File: config.mk
export PLATFORM = sky130hd
export DESIGN_NAME = l2_bus_arbiter_flat
export DESIGN_NICKNAME = d
export VERILOG_FILES = /design/src/rtl/l2_bus_arbiter_pkg.sv /design/src/rtl/l2_bus_arbiter_if.sv /design/src/rtl/l2_bus_arbiter_rr_arbiter2.sv /design/src/rtl/l2_bus_arbiter.sv /design/src/flat_wrapper.sv
export SDC_FILE = /design/constraint.sdc
export NUM_CORES = 1
export LEC_CHECK = 0
export ABC_AREA = 1
export CORE_ASPECT_RATIO = 0.75
export CORE_UTILIZATION = 43
export DETAILED_ROUTE_END_ITERATION = 6
export HOLD_SLACK_MARGIN = 0.15
export PLACE_DENSITY = 0.86
export SYNTH_ARGS = -nofsm -noshare
export SYNTH_HDL_FRONTEND = slang
export SYNTH_SLANG_ARGS = --single-unit
File: constraint.sdc
create_clock -name clk -period 3.9 [get_ports clk]
set_input_delay 0.585 -clock clk [delete_from_list [all_inputs] [get_ports clk]]
set_output_delay 0.585 -clock clk [all_outputs]
set_load 0.005 [all_outputs]
File: src/rtl/l2_bus_arbiter_pkg.sv
// Shared types for the L2 bus arbiter: FSM state encoding, core-id width
// and the request bundle carried from an L1 miss port to L2.
package l2_bus_arbiter_pkg;

    localparam int CORE_ID_W  = 2;
    localparam int BUS_ADDR_W = 32;
    localparam int BUS_DATA_W = 32;

    typedef enum logic [1:0] {
        IDLE  = 2'd0,
        WAIT  = 2'd1,
        RESP  = 2'd2,
        DRAIN = 2'd3
    } arb_state_t;

    typedef struct packed {
        logic                  wr;
        logic [BUS_ADDR_W-1:0] addr;
        logic [BUS_DATA_W-1:0] wdata;
    } bus_req_t;

endpackage

File: src/rtl/l2_bus_arbiter_if.sv
// Bus bundle between two L1 miss ports, the shared L2 port and the snoop broadcast.
// Handshake: cN_req_valid is level-held until the matching one-cycle cN_resp_valid; all other valids are single-cycle pulses.
interface l2_bus_arbiter_if #(
    parameter int ADDR_WIDTH = 32,
    parameter int DATA_WIDTH = 32,
    parameter int CORE_ID_W  = 2
) ();
    logic                  c0_req_valid;
    logic                  c0_req_wr;
    logic [ADDR_WIDTH-1:0] c0_req_addr;
    logic [DATA_WIDTH-1:0] c0_req_wdata;
    logic                  c0_resp_valid;
    logic [DATA_WIDTH-1:0] c0_resp_rdata;

    logic                  c1_req_valid;
    logic                  c1_req_wr;
    logic [ADDR_WIDTH-1:0] c1_req_addr;
    logic [DATA_WIDTH-1:0] c1_req_wdata;
    logic                  c1_resp_valid;
    logic [DATA_WIDTH-1:0] c1_resp_rdata;

    logic                  l2_req_valid;
    logic                  l2_req_wr;
    logic [ADDR_WIDTH-1:0] l2_req_addr;
    logic [DATA_WIDTH-1:0] l2_req_wdata;
    logic                  l2_resp_valid;
    logic [DATA_WIDTH-1:0] l2_resp_rdata;

    logic                  snoop_valid;
    logic [ADDR_WIDTH-1:0] snoop_addr;
    logic [CORE_ID_W-1:0]  snoop_source_id;
    logic                  err_timeout;

    // master: the arbiter itself (it masters the L2 port)
    modport master (
        input  c0_req_valid, c0_req_wr, c0_req_addr, c0_req_wdata,
        output c0_resp_valid, c0_resp_rdata,
        input  c1_req_valid, c1_req_wr, c1_req_addr, c1_req_wdata,
        output c1_resp_valid, c1_resp_rdata,
        output l2_req_valid, l2_req_wr, l2_req_addr, l2_req_wdata,
        input  l2_resp_valid, l2_resp_rdata,
        output snoop_valid, snoop_addr, snoop_source_id, err_timeout
    );

    modport slave (
        output c0_req_valid, c0_req_wr, c0_req_addr, c0_req_wdata,
        input  c0_resp_valid, c0_resp_rdata,
        output c1_req_valid, c1_req_wr, c1_req_addr, c1_req_wdata,
        input  c1_resp_valid, c1_resp_rdata,
        input  l2_req_valid, l2_req_wr, l2_req_addr, l2_req_wdata,
        output l2_resp_valid, l2_resp_rdata,
        input  snoop_valid, snoop_addr, snoop_source_id, err_timeout
    );
endinterface

File: src/rtl/l2_bus_arbiter_rr_arbiter2.sv
// Two-way round-robin grant: a lone requester always wins; on a tie
// i_rr_ptr picks the winner (0 -> core0). Purely combinational.
module rr_arbiter2 (
    input  logic [1:0] i_req,
    input  logic       i_rr_ptr,
    output logic [1:0] o_grant
);
    assign o_grant[0] = i_req[0] & (~i_req[1] | ~i_rr_ptr);
    assign o_grant[1] = i_req[1] & (~i_req[0] |  i_rr_ptr);
endmodule

File: src/rtl/l2_bus_arbiter.sv
// Shares one L2 request port between two L1 miss interfaces, one transaction
// in flight, with write snoop broadcast and a sticky lost-response flag.
module l2_bus_arbiter
    import l2_bus_arbiter_pkg::*;
#(
    parameter int ADDR_WIDTH     = BUS_ADDR_W,
    parameter int DATA_WIDTH     = BUS_DATA_W,
    parameter int CORE_ID_W      = l2_bus_arbiter_pkg::CORE_ID_W,
    parameter int TIMEOUT_CYCLES = 64,
    parameter bit SNOOP_ON_READ  = 1'b0
) (
    input  logic                    clk,
    input  logic                    rst,
    l2_bus_arbiter_if.master        bus,
    output arb_state_t              o_state
);
    localparam int                CNT_W    = $clog2(TIMEOUT_CYCLES) + 1;
    localparam logic [CNT_W-1:0]  CNT_LAST = CNT_W'(TIMEOUT_CYCLES - 1);

    arb_state_t            r_state, w_state_nxt;
    logic                  w_grant_fire, w_resp_fire, w_timeout;
    logic [1:0]            w_req, w_grant;
    logic                  w_sel_core, w_sel_wr;
    logic [ADDR_WIDTH-1:0] w_sel_addr;
    logic [DATA_WIDTH-1:0] w_sel_wdata, w_resp_data;

    logic                  r_rr_ptr, r_owner, r_wr;
    logic [ADDR_WIDTH-1:0] r_addr;
    logic [DATA_WIDTH-1:0] r_wdata;
    logic [CNT_W-1:0]      r_cnt;
    logic                  r_l2_req_valid, r_snoop_valid, r_err;
    logic                  r_c0_resp_valid, r_c1_resp_valid;
    logic [DATA_WIDTH-1:0] r_c0_rdata, r_c1_rdata;

    assign w_req = {bus.c1_req_valid, bus.c0_req_valid};

    rr_arbiter2 u_rr (
        .i_req    (w_req),
        .i_rr_ptr (r_rr_ptr),
        .o_grant  (w_grant)
    );

    assign w_sel_core  = w_grant[1];
    assign w_sel_wr    = w_sel_core ? bus.c1_req_wr    : bus.c0_req_wr;
    assign w_sel_addr  = w_sel_core ? bus.c1_req_addr  : bus.c0_req_addr;
    assign w_sel_wdata = w_sel_core ? bus.c1_req_wdata : bus.c0_req_wdata;
    assign w_resp_data = w_timeout ? '0 : bus.l2_resp_rdata;

    always_ff @(posedge clk) begin
        if (rst) r_state <= IDLE;
        else     r_state <= w_state_nxt;
    end

    always_comb begin
        w_state_nxt  = r_state;
        w_grant_fire = 1'b0;
        w_resp_fire  = 1'b0;
        w_timeout    = 1'b0;
        case (r_state)
            IDLE: begin
                if (|w_grant) begin
                    w_grant_fire = 1'b1;
                    w_state_nxt  = WAIT;
                end
            end
            WAIT: begin
                // A response arriving on the last allowed cycle still wins over the timeout.
                if (bus.l2_resp_valid) begin
                    w_resp_fire = 1'b1;
                    w_state_nxt = RESP;
                end else if (r_cnt == CNT_LAST) begin
                    w_resp_fire = 1'b1;
                    w_timeout   = 1'b1;
                    w_state_nxt = RESP;
                end
            end
            RESP:    w_state_nxt = DRAIN;
            DRAIN:   w_state_nxt = IDLE;
            default: w_state_nxt = IDLE;
        endcase
    end

    always_ff @(posedge clk) begin
        if (rst) begin
            r_rr_ptr        <= 1'b0;
            r_owner         <= 1'b0;
            r_wr            <= 1'b0;
            r_addr          <= '0;
            r_wdata         <= '0;
            r_cnt           <= '0;
            r_l2_req_valid  <= 1'b0;
            r_snoop_valid   <= 1'b0;
            r_err           <= 1'b0;
            r_c0_resp_valid <= 1'b0;
            r_c1_resp_valid <= 1'b0;
            r_c0_rdata      <= '0;
            r_c1_rdata      <= '0;
        end else begin
            r_l2_req_valid  <= w_grant_fire;
            r_snoop_valid   <= w_grant_fire & (w_sel_wr | SNOOP_ON_READ);
            r_c0_resp_valid <= w_resp_fire & ~r_owner;
            r_c1_resp_valid <= w_resp_fire &  r_owner;

            if (w_grant_fire) begin
                r_owner <= w_sel_core;
                r_wr    <= w_sel_wr;
                r_addr  <= w_sel_addr;
                r_wdata <= w_sel_wdata;
                r_cnt   <= '0;
            end else if (r_state == WAIT) begin
                r_cnt <= r_cnt + CNT_W'(1);
            end

            // Only the owner's read-data register moves; the other keeps its last value.
            if (w_resp_fire) begin
                if (r_owner) r_c1_rdata <= w_resp_data;
                else         r_c0_rdata <= w_resp_data;
                r_rr_ptr <= ~r_owner;
                if (w_timeout) r_err <= 1'b1;
            end
        end
    end

    assign bus.l2_req_valid    = r_l2_req_valid;
    assign bus.l2_req_wr       = r_wr;
    assign bus.l2_req_addr     = r_addr;
    assign bus.l2_req_wdata    = r_wdata;
    assign bus.snoop_valid     = r_snoop_valid;
    assign bus.snoop_addr      = r_addr;
    assign bus.snoop_source_id = CORE_ID_W'(r_owner);
    assign bus.err_timeout     = r_err;
    assign bus.c0_resp_valid   = r_c0_resp_valid;
    assign bus.c0_resp_rdata   = r_c0_rdata;
    assign bus.c1_resp_valid   = r_c1_resp_valid;
    assign bus.c1_resp_rdata   = r_c1_rdata;
    assign o_state             = r_state;

endmodule

File: src/flat_wrapper.sv
// flat-port wrapper written by rule: the top's interface ports become plain ports
module l2_bus_arbiter_flat import l2_bus_arbiter_pkg::*;
#(
    parameter int ADDR_WIDTH     = BUS_ADDR_W,
    parameter int DATA_WIDTH     = BUS_DATA_W,
    parameter int CORE_ID_W      = l2_bus_arbiter_pkg::CORE_ID_W,
    parameter int TIMEOUT_CYCLES = 64,
    parameter bit SNOOP_ON_READ  = 1'b0
)
  (clk, rst, o_state, bus_c0_req_valid, bus_c0_req_wr, bus_c0_req_addr, bus_c0_req_wdata, bus_c0_resp_valid, bus_c0_resp_rdata, bus_c1_req_valid, bus_c1_req_wr, bus_c1_req_addr, bus_c1_req_wdata, bus_c1_resp_valid, bus_c1_resp_rdata, bus_l2_req_valid, bus_l2_req_wr, bus_l2_req_addr, bus_l2_req_wdata, bus_l2_resp_valid, bus_l2_resp_rdata, bus_snoop_valid, bus_snoop_addr, bus_snoop_source_id, bus_err_timeout);
  l2_bus_arbiter_if #(.ADDR_WIDTH(ADDR_WIDTH), .DATA_WIDTH(DATA_WIDTH), .CORE_ID_W(CORE_ID_W)) bus_i ();
  input  logic clk;
  input  logic rst;
  output arb_state_t o_state;
  input wire logic [$bits(bus_i.c0_req_valid)-1:0] bus_c0_req_valid;
  input wire logic [$bits(bus_i.c0_req_wr)-1:0] bus_c0_req_wr;
  input wire logic [$bits(bus_i.c0_req_addr)-1:0] bus_c0_req_addr;
  input wire logic [$bits(bus_i.c0_req_wdata)-1:0] bus_c0_req_wdata;
  output wire logic [$bits(bus_i.c0_resp_valid)-1:0] bus_c0_resp_valid;
  output wire logic [$bits(bus_i.c0_resp_rdata)-1:0] bus_c0_resp_rdata;
  input wire logic [$bits(bus_i.c1_req_valid)-1:0] bus_c1_req_valid;
  input wire logic [$bits(bus_i.c1_req_wr)-1:0] bus_c1_req_wr;
  input wire logic [$bits(bus_i.c1_req_addr)-1:0] bus_c1_req_addr;
  input wire logic [$bits(bus_i.c1_req_wdata)-1:0] bus_c1_req_wdata;
  output wire logic [$bits(bus_i.c1_resp_valid)-1:0] bus_c1_resp_valid;
  output wire logic [$bits(bus_i.c1_resp_rdata)-1:0] bus_c1_resp_rdata;
  output wire logic [$bits(bus_i.l2_req_valid)-1:0] bus_l2_req_valid;
  output wire logic [$bits(bus_i.l2_req_wr)-1:0] bus_l2_req_wr;
  output wire logic [$bits(bus_i.l2_req_addr)-1:0] bus_l2_req_addr;
  output wire logic [$bits(bus_i.l2_req_wdata)-1:0] bus_l2_req_wdata;
  input wire logic [$bits(bus_i.l2_resp_valid)-1:0] bus_l2_resp_valid;
  input wire logic [$bits(bus_i.l2_resp_rdata)-1:0] bus_l2_resp_rdata;
  output wire logic [$bits(bus_i.snoop_valid)-1:0] bus_snoop_valid;
  output wire logic [$bits(bus_i.snoop_addr)-1:0] bus_snoop_addr;
  output wire logic [$bits(bus_i.snoop_source_id)-1:0] bus_snoop_source_id;
  output wire logic [$bits(bus_i.err_timeout)-1:0] bus_err_timeout;
  assign bus_i.c0_req_valid = bus_c0_req_valid;
  assign bus_i.c0_req_wr = bus_c0_req_wr;
  assign bus_i.c0_req_addr = bus_c0_req_addr;
  assign bus_i.c0_req_wdata = bus_c0_req_wdata;
  assign bus_c0_resp_valid = bus_i.c0_resp_valid;
  assign bus_c0_resp_rdata = bus_i.c0_resp_rdata;
  assign bus_i.c1_req_valid = bus_c1_req_valid;
  assign bus_i.c1_req_wr = bus_c1_req_wr;
  assign bus_i.c1_req_addr = bus_c1_req_addr;
  assign bus_i.c1_req_wdata = bus_c1_req_wdata;
  assign bus_c1_resp_valid = bus_i.c1_resp_valid;
  assign bus_c1_resp_rdata = bus_i.c1_resp_rdata;
  assign bus_l2_req_valid = bus_i.l2_req_valid;
  assign bus_l2_req_wr = bus_i.l2_req_wr;
  assign bus_l2_req_addr = bus_i.l2_req_addr;
  assign bus_l2_req_wdata = bus_i.l2_req_wdata;
  assign bus_i.l2_resp_valid = bus_l2_resp_valid;
  assign bus_i.l2_resp_rdata = bus_l2_resp_rdata;
  assign bus_snoop_valid = bus_i.snoop_valid;
  assign bus_snoop_addr = bus_i.snoop_addr;
  assign bus_snoop_source_id = bus_i.snoop_source_id;
  assign bus_err_timeout = bus_i.err_timeout;
  l2_bus_arbiter #(.ADDR_WIDTH(ADDR_WIDTH), .DATA_WIDTH(DATA_WIDTH), .CORE_ID_W(CORE_ID_W), .TIMEOUT_CYCLES(TIMEOUT_CYCLES), .SNOOP_ON_READ(SNOOP_ON_READ)) u_core (.clk(clk), .rst(rst), .bus(bus_i), .o_state(o_state));
endmodule
* Word level (Yosys, flattened, before mapping) *
Index checks and enable logic that the tools add are counted.

word-level totals
  flip-flop bits (word level) = 145
  input port bits = 167
  logic and storage cells = 54

cells by class
  add/sub/neg operators = 1
  equality and inequality tests = 6
  muxes and demuxes = 15
  bitwise gates (word level) = 11
  reduce and logical (&&, ||, !) cells = 7

operators with widths
  kind                                                                   number
  32-bit two-way mux                                                     3
  1-bit two-way mux                                                      8
  2-bit case mux with 4 select lines                                     1
  2-bit AND reduction                                                    4
  7-bit by 1-bit adder with 7-bit output, second input constant          1
  7-bit by 6-bit equality test with 1-bit output, second input constant  1
  2-bit two-way mux                                                      3
  1-bit bitwise AND                                                      5
  2-bit equality test, second input constant                             2
  1-bit NOT                                                              4
  2-bit OR reduction                                                     2
  3-bit by 2-bit != test with 1-bit output, second input constant        1
  2-bit by 1-bit equality test with 1-bit output, second input constant  1
  2-bit zero test                                                        1
  2-bit by 1-bit != test with 1-bit output, second input constant        1
  1-bit bitwise OR                                                       2

* Logic depth before layout (Yosys ltp) *
  depth after elaboration = 7
  depth in mapped cells = 10
  mapped depth without buffers = 10

* Modules after synthesis *
Synthesis repeated with hierarchy kept, for this count alone.

second synthesis, totals
  cell total of the unflattened synthesis = 696
  area total of the unflattened synthesis = 6158.4 µm²

by module, submodules not included
  module          times used  cells an instance  area each (µm²)
  l2_bus_arbiter  1           691                6138.4
  rr_arbiter2     1           5                  20.0

* Worst setup path after synthesis *
Ideal clock, no wire load.

  kind = input -> register
  from = in bus_c0_req_valid
  to = reg u_core.r_addr[19] (netlist: u_core.bus.l2_req_addr[19])
  setup time = 120 ps
  arrival = 1348 ps
  setup slack = 2432 ps
  stages = 7
  path buffers = 2
  path through = inv_1 o21ai_2 buf_4 buf_2 nand2_1 o21ai_0 o21ai_2

between the ends
  cells in the longest elaborated chain, start to end = 6
  elaborated cells between the ends (all ways) = 8
  classes of those cells = 3 x mux; 4 x bitwise; 1 x reduce/logical

RTL lines
  what                  RTL line                         text
  from (decl)           flat_wrapper.sv:15               input wire logic [$bits(bus_i.c0_req_valid)-1:0] bus_c0_req_valid;
  1-bit NOT             l2_bus_arbiter_rr_arbiter2.sv:9  assign o_grant[1] = i_req[1] & (~i_req[0] | i_rr_ptr);
  1-bit bitwise OR      l2_bus_arbiter_rr_arbiter2.sv:9
  1-bit bitwise AND     l2_bus_arbiter_rr_arbiter2.sv:9
  2-bit OR reduction    l2_bus_arbiter.sv:61             if (|w_grant) begin
  1-bit two-way mux     l2_bus_arbiter.sv:61
  1-bit two-way mux     l2_bus_arbiter.sv:59             case (r_state)
  to (signal assigned)  l2_bus_arbiter.sv:107            r_addr <= w_sel_addr;
  to (decl)             l2_bus_arbiter.sv:28             logic [ADDR_WIDTH-1:0] r_addr;

Several ways; a longest one is shown, not always the timed one.
A chain may end at the register's enable or synchronous reset.

* Worst setup path after layout *
  from = in bus_c0_req_valid
  to = reg u_core.r_wdata[5] (netlist: u_core.bus.l2_req_wdata[5])

between the ends
  cells in the longest elaborated chain, start to end = 6
  elaborated cells between the ends (all ways) = 8
  classes of those cells = 3 x mux; 4 x bitwise; 1 x reduce/logical

RTL lines
  what                  RTL line                         text
  1-bit NOT             l2_bus_arbiter_rr_arbiter2.sv:9
  1-bit bitwise OR      l2_bus_arbiter_rr_arbiter2.sv:9
  1-bit bitwise AND     l2_bus_arbiter_rr_arbiter2.sv:9
  2-bit OR reduction    l2_bus_arbiter.sv:61
  1-bit two-way mux     l2_bus_arbiter.sv:61
  1-bit two-way mux     l2_bus_arbiter.sv:59
  to (signal assigned)  l2_bus_arbiter.sv:108            r_wdata <= w_sel_wdata;
  to (decl)             l2_bus_arbiter.sv:29             logic [DATA_WIDTH-1:0] r_wdata;

Several ways; a longest one is shown, not always the timed one.

==> flow_summary.toml <==
[logic_synthesis]
synth_top_family_by_area = "simple AND/OR/NAND/NOR gates"
synth_adder_area_share_pct = 0.944
postSynthCellCount = 840
synthMuxAreaShare_pct = 0
synthesis.nets = 1012
synth_area_sq_um = 6630
yosys_register_bits = 145
synth_compound_area_share_pct = 18.1
avgSynthCellArea_sq_um = 7.89
synth-simple-area-share_pct = 22.0
ys_types = 29
synth_xor_area_share_pct = 0.529
ys_seq_area_share_pct = 43.8
yosys_warnings = 0

[power_and_ir_drop]
power.static_leakage_uw = 0.00411
p_total_uw = 5420
powerDensity_nw_per_um2 = 528
ir_worst_vdd_v = 0.000247

[routing]
drc_errors = 0
ant_nets = 0
wirelength_um = 20500
drtIter0Drc = 318
viasPerCell = 4.96
vias = 6536
dr.pass1.iters = 5
routedWlPerCell_um = 15.6

[sta]
finalMaxSlewViolations = 0
timing.fmax_mhz = 457
fin_skew_ns = 0.00798
final-setup-viol-count = 0
worst_pin_slew_ns = 0.757
rsz0062_at_grt = "no"
holdWs_ns = 0.461
hold_viol = 0
period_share_pct = 56.1
fin_setup_tns_ns = 0
maxSlewHeadroom_pct = 49.4
period_needed_ns = 2.19

[layout]
drive_above_1_share_pct = 10.2
final_nets = 1276
final_cell_area_sq_um = 10200
final_cells = 1318
area_growth_pct = 54.7
fillers = 1158

[clock_network]
cts_made_buffers = 17
cts_tree = "built"
cts_max_path_buffers = 2
worstSkewPairLatency_ns = 0.41
cts-resized-gates = 0
cts_sinks = 145
htreeDepth = 4
ctsHoldBuffers = 0
root_buffer = "clkbuf_16"
clk_pin_slew_worst_paths_ns = 0.06
post_cts_buffers = 0

[die]
core_area_sq_um = 14700
die_w_um = 145
die_y_um = 109
rows = 38
die_area_sq_um = 15900
start_util_pct = 44.9
top_level_ports = 337

[grt]
met2_usage_pct = 44.2
grt_pass1_wl_um = 31800
grt_overflow = 0
grt_pass1_vias = 6100
grt_max_degree = 76
use_met3_pct = 8.05
antenna_found_initial = 0
top_usage_layer = "met2"
grt_use_met1_pct = 29.8
grt_use_total_pct = 25.5

[min_path]
hold_class = "flip-flop to flip-flop"

[worst_setup_path]
crit_required_ns = 4.18
critPathBufInv = 3
cp_slowest_cell = "o21ai_4"
start_kind = "input pin"
crit_path_cell_trace = "clkdlybuf4s50_1, inv_1, o21ai_4, buf_12, nand2_1, o21ai_0, o21ai_1"
crit_arrival_ns = 2.47
max_stage_delay_ns = 0.61
worstPathMaxFanout = 75
path_delay_family = "compound AO/OA/AOI/OAI gates"
critPathKind = "input pin to flip-flop"
endpoint_kind = "flip-flop"

[run]
drv_cap = 0

[placed_design]
place_area_sq_um = 9670
dp_hpwl_um = 15100
post-place-cells = 1285
place.gp.congestion = 0.888
portBuffers = 335

[status]
status = "complete, no violations"
## final cells by class
type / count / area (sq um) / share of cell area, %
Timing Repair Buffer: 345 / 3450 / 33.7
Sequential cell: 145 / 2900 / 28.3
Multi-Input combinational cell: 516 / 2770 / 27.0
Clock buffer: 17 / 425 / 4.15
Inverter: 79 / 298 / 2.91
Tap cell: 200 / 250 / 2.44
Clock inverter: 15 / 149 / 1.45
Antenna cell: 1 / 2.50 / 0.0244
## metal layers
layer | share of wire (%) | up-vias | routed length (um)
li1 | - | 3280 | -
met1 | 41 | 2962 | 8350
met5 | 0 | - | 0
met4 | 2.7 | 0 | 544
met2 | 49 | 257 | 10100
met3 | 7.2 | 37 | 1480
## cells in the final DEF (no fill, tap or decap), types with 2 or more instances in the layout
cell	count
a21oi_1	36
buf_12	2
buf_4	8
clkbuf_16	17
clkdlybuf4s50_1	335
clkinv_2	2
clkinvlp_4	4
dfxtp_1	145
ha_1	4
inv_1	75
inv_2	3
inv_6	6
inv_8	2
nand2_1	141
nand2_2	5
nand2_4	2
nand3_1	99
nand3_4	2
nand4_1	33
nor2_1	14
nor2_2	3
nor2_4	2
o21ai_0	104
o21ai_1	9
o21ai_2	50
xnor2_1	2
xor2_1	2
## power by group
group	switching, uW	leakage (uW)	internal [uW]
sequential	193	0.00118	1770
combinational	855	0.00266	998
clock	699	0.000272	899
## worst reg2reg max path, cell delays in order, from the launching register on
cell and delay, ns:
dfxtp_1 0.35, inv_1 0.12, ha_2 0.37, inv_1 0.10, nor2_1 0.16, nand2_2 0.43
nand2_1 0.26, o21ai_2 0.08
## through the flow
step / utilization (%) / setup slack (ns)
after floorplan: - / 2.43
after global placement: 65.6 / 1.39
after detailed placement: 65.6 / 1.32
after CTS: 69.5 / 1.74
after global routing: 69.5 / 1.58
final: 69.5 / 1.71
## synthesized netlist by cell type, drive strengths merged
cell,n,area [sq um]
buf,80,592
dfxtp,145,2900
nand3,102,541
nor2,19,93.8
nand2,148,583
o21ai,164,1010
a21oi,36,180
xor2,2,17.5
nor3b,1,7.51
ha,5,62.6
o22ai,1,6.26
inv,79,297
conb,1,3.75
xnor2,2,17.5
clkbuf,20,75.1
or2,1,6.26
nand4,34,228
## final timing paths
check / start / endpoint / slack [ns] / cells after the start
worst max-delay path: bus_c0_req_valid / u_core.bus.l2_req_wdata[5] / 1.71 / 7
worst min-delay path: u_core.bus.c0_resp_rdata[22] / u_core.bus.c0_resp_rdata[22] / 0.46 / 2
worst max register to register: u_core.o_state[1] / u_core.bus.c1_resp_rdata[23] / 1.91 / 7
worst min register to register: u_core.bus.c0_resp_rdata[22] / u_core.bus.c0_resp_rdata[22] / 0.46 / 2
## sequential cells by signal (all words and copies together) (netlist names), 2 cells and up
signal / count
u_core.bus.c0_resp_rdata: 32
u_core.o_state: 2
u_core.bus.l2_req_wdata: 32
u_core.bus.l2_req_addr: 32
u_core.r_cnt: 7
u_core.bus.c1_resp_rdata: 32
## cell families after synthesis
family | count (synthesis)
adder cells (fa/ha/maj) | 5
other | 1
XOR/XNOR | 4
flip-flops | 145
AND/OR/NAND/NOR | 305
AO/OA/AOI/OAI | 201
buffers and inverters | 179
Power figures use the tool's default switching activity.
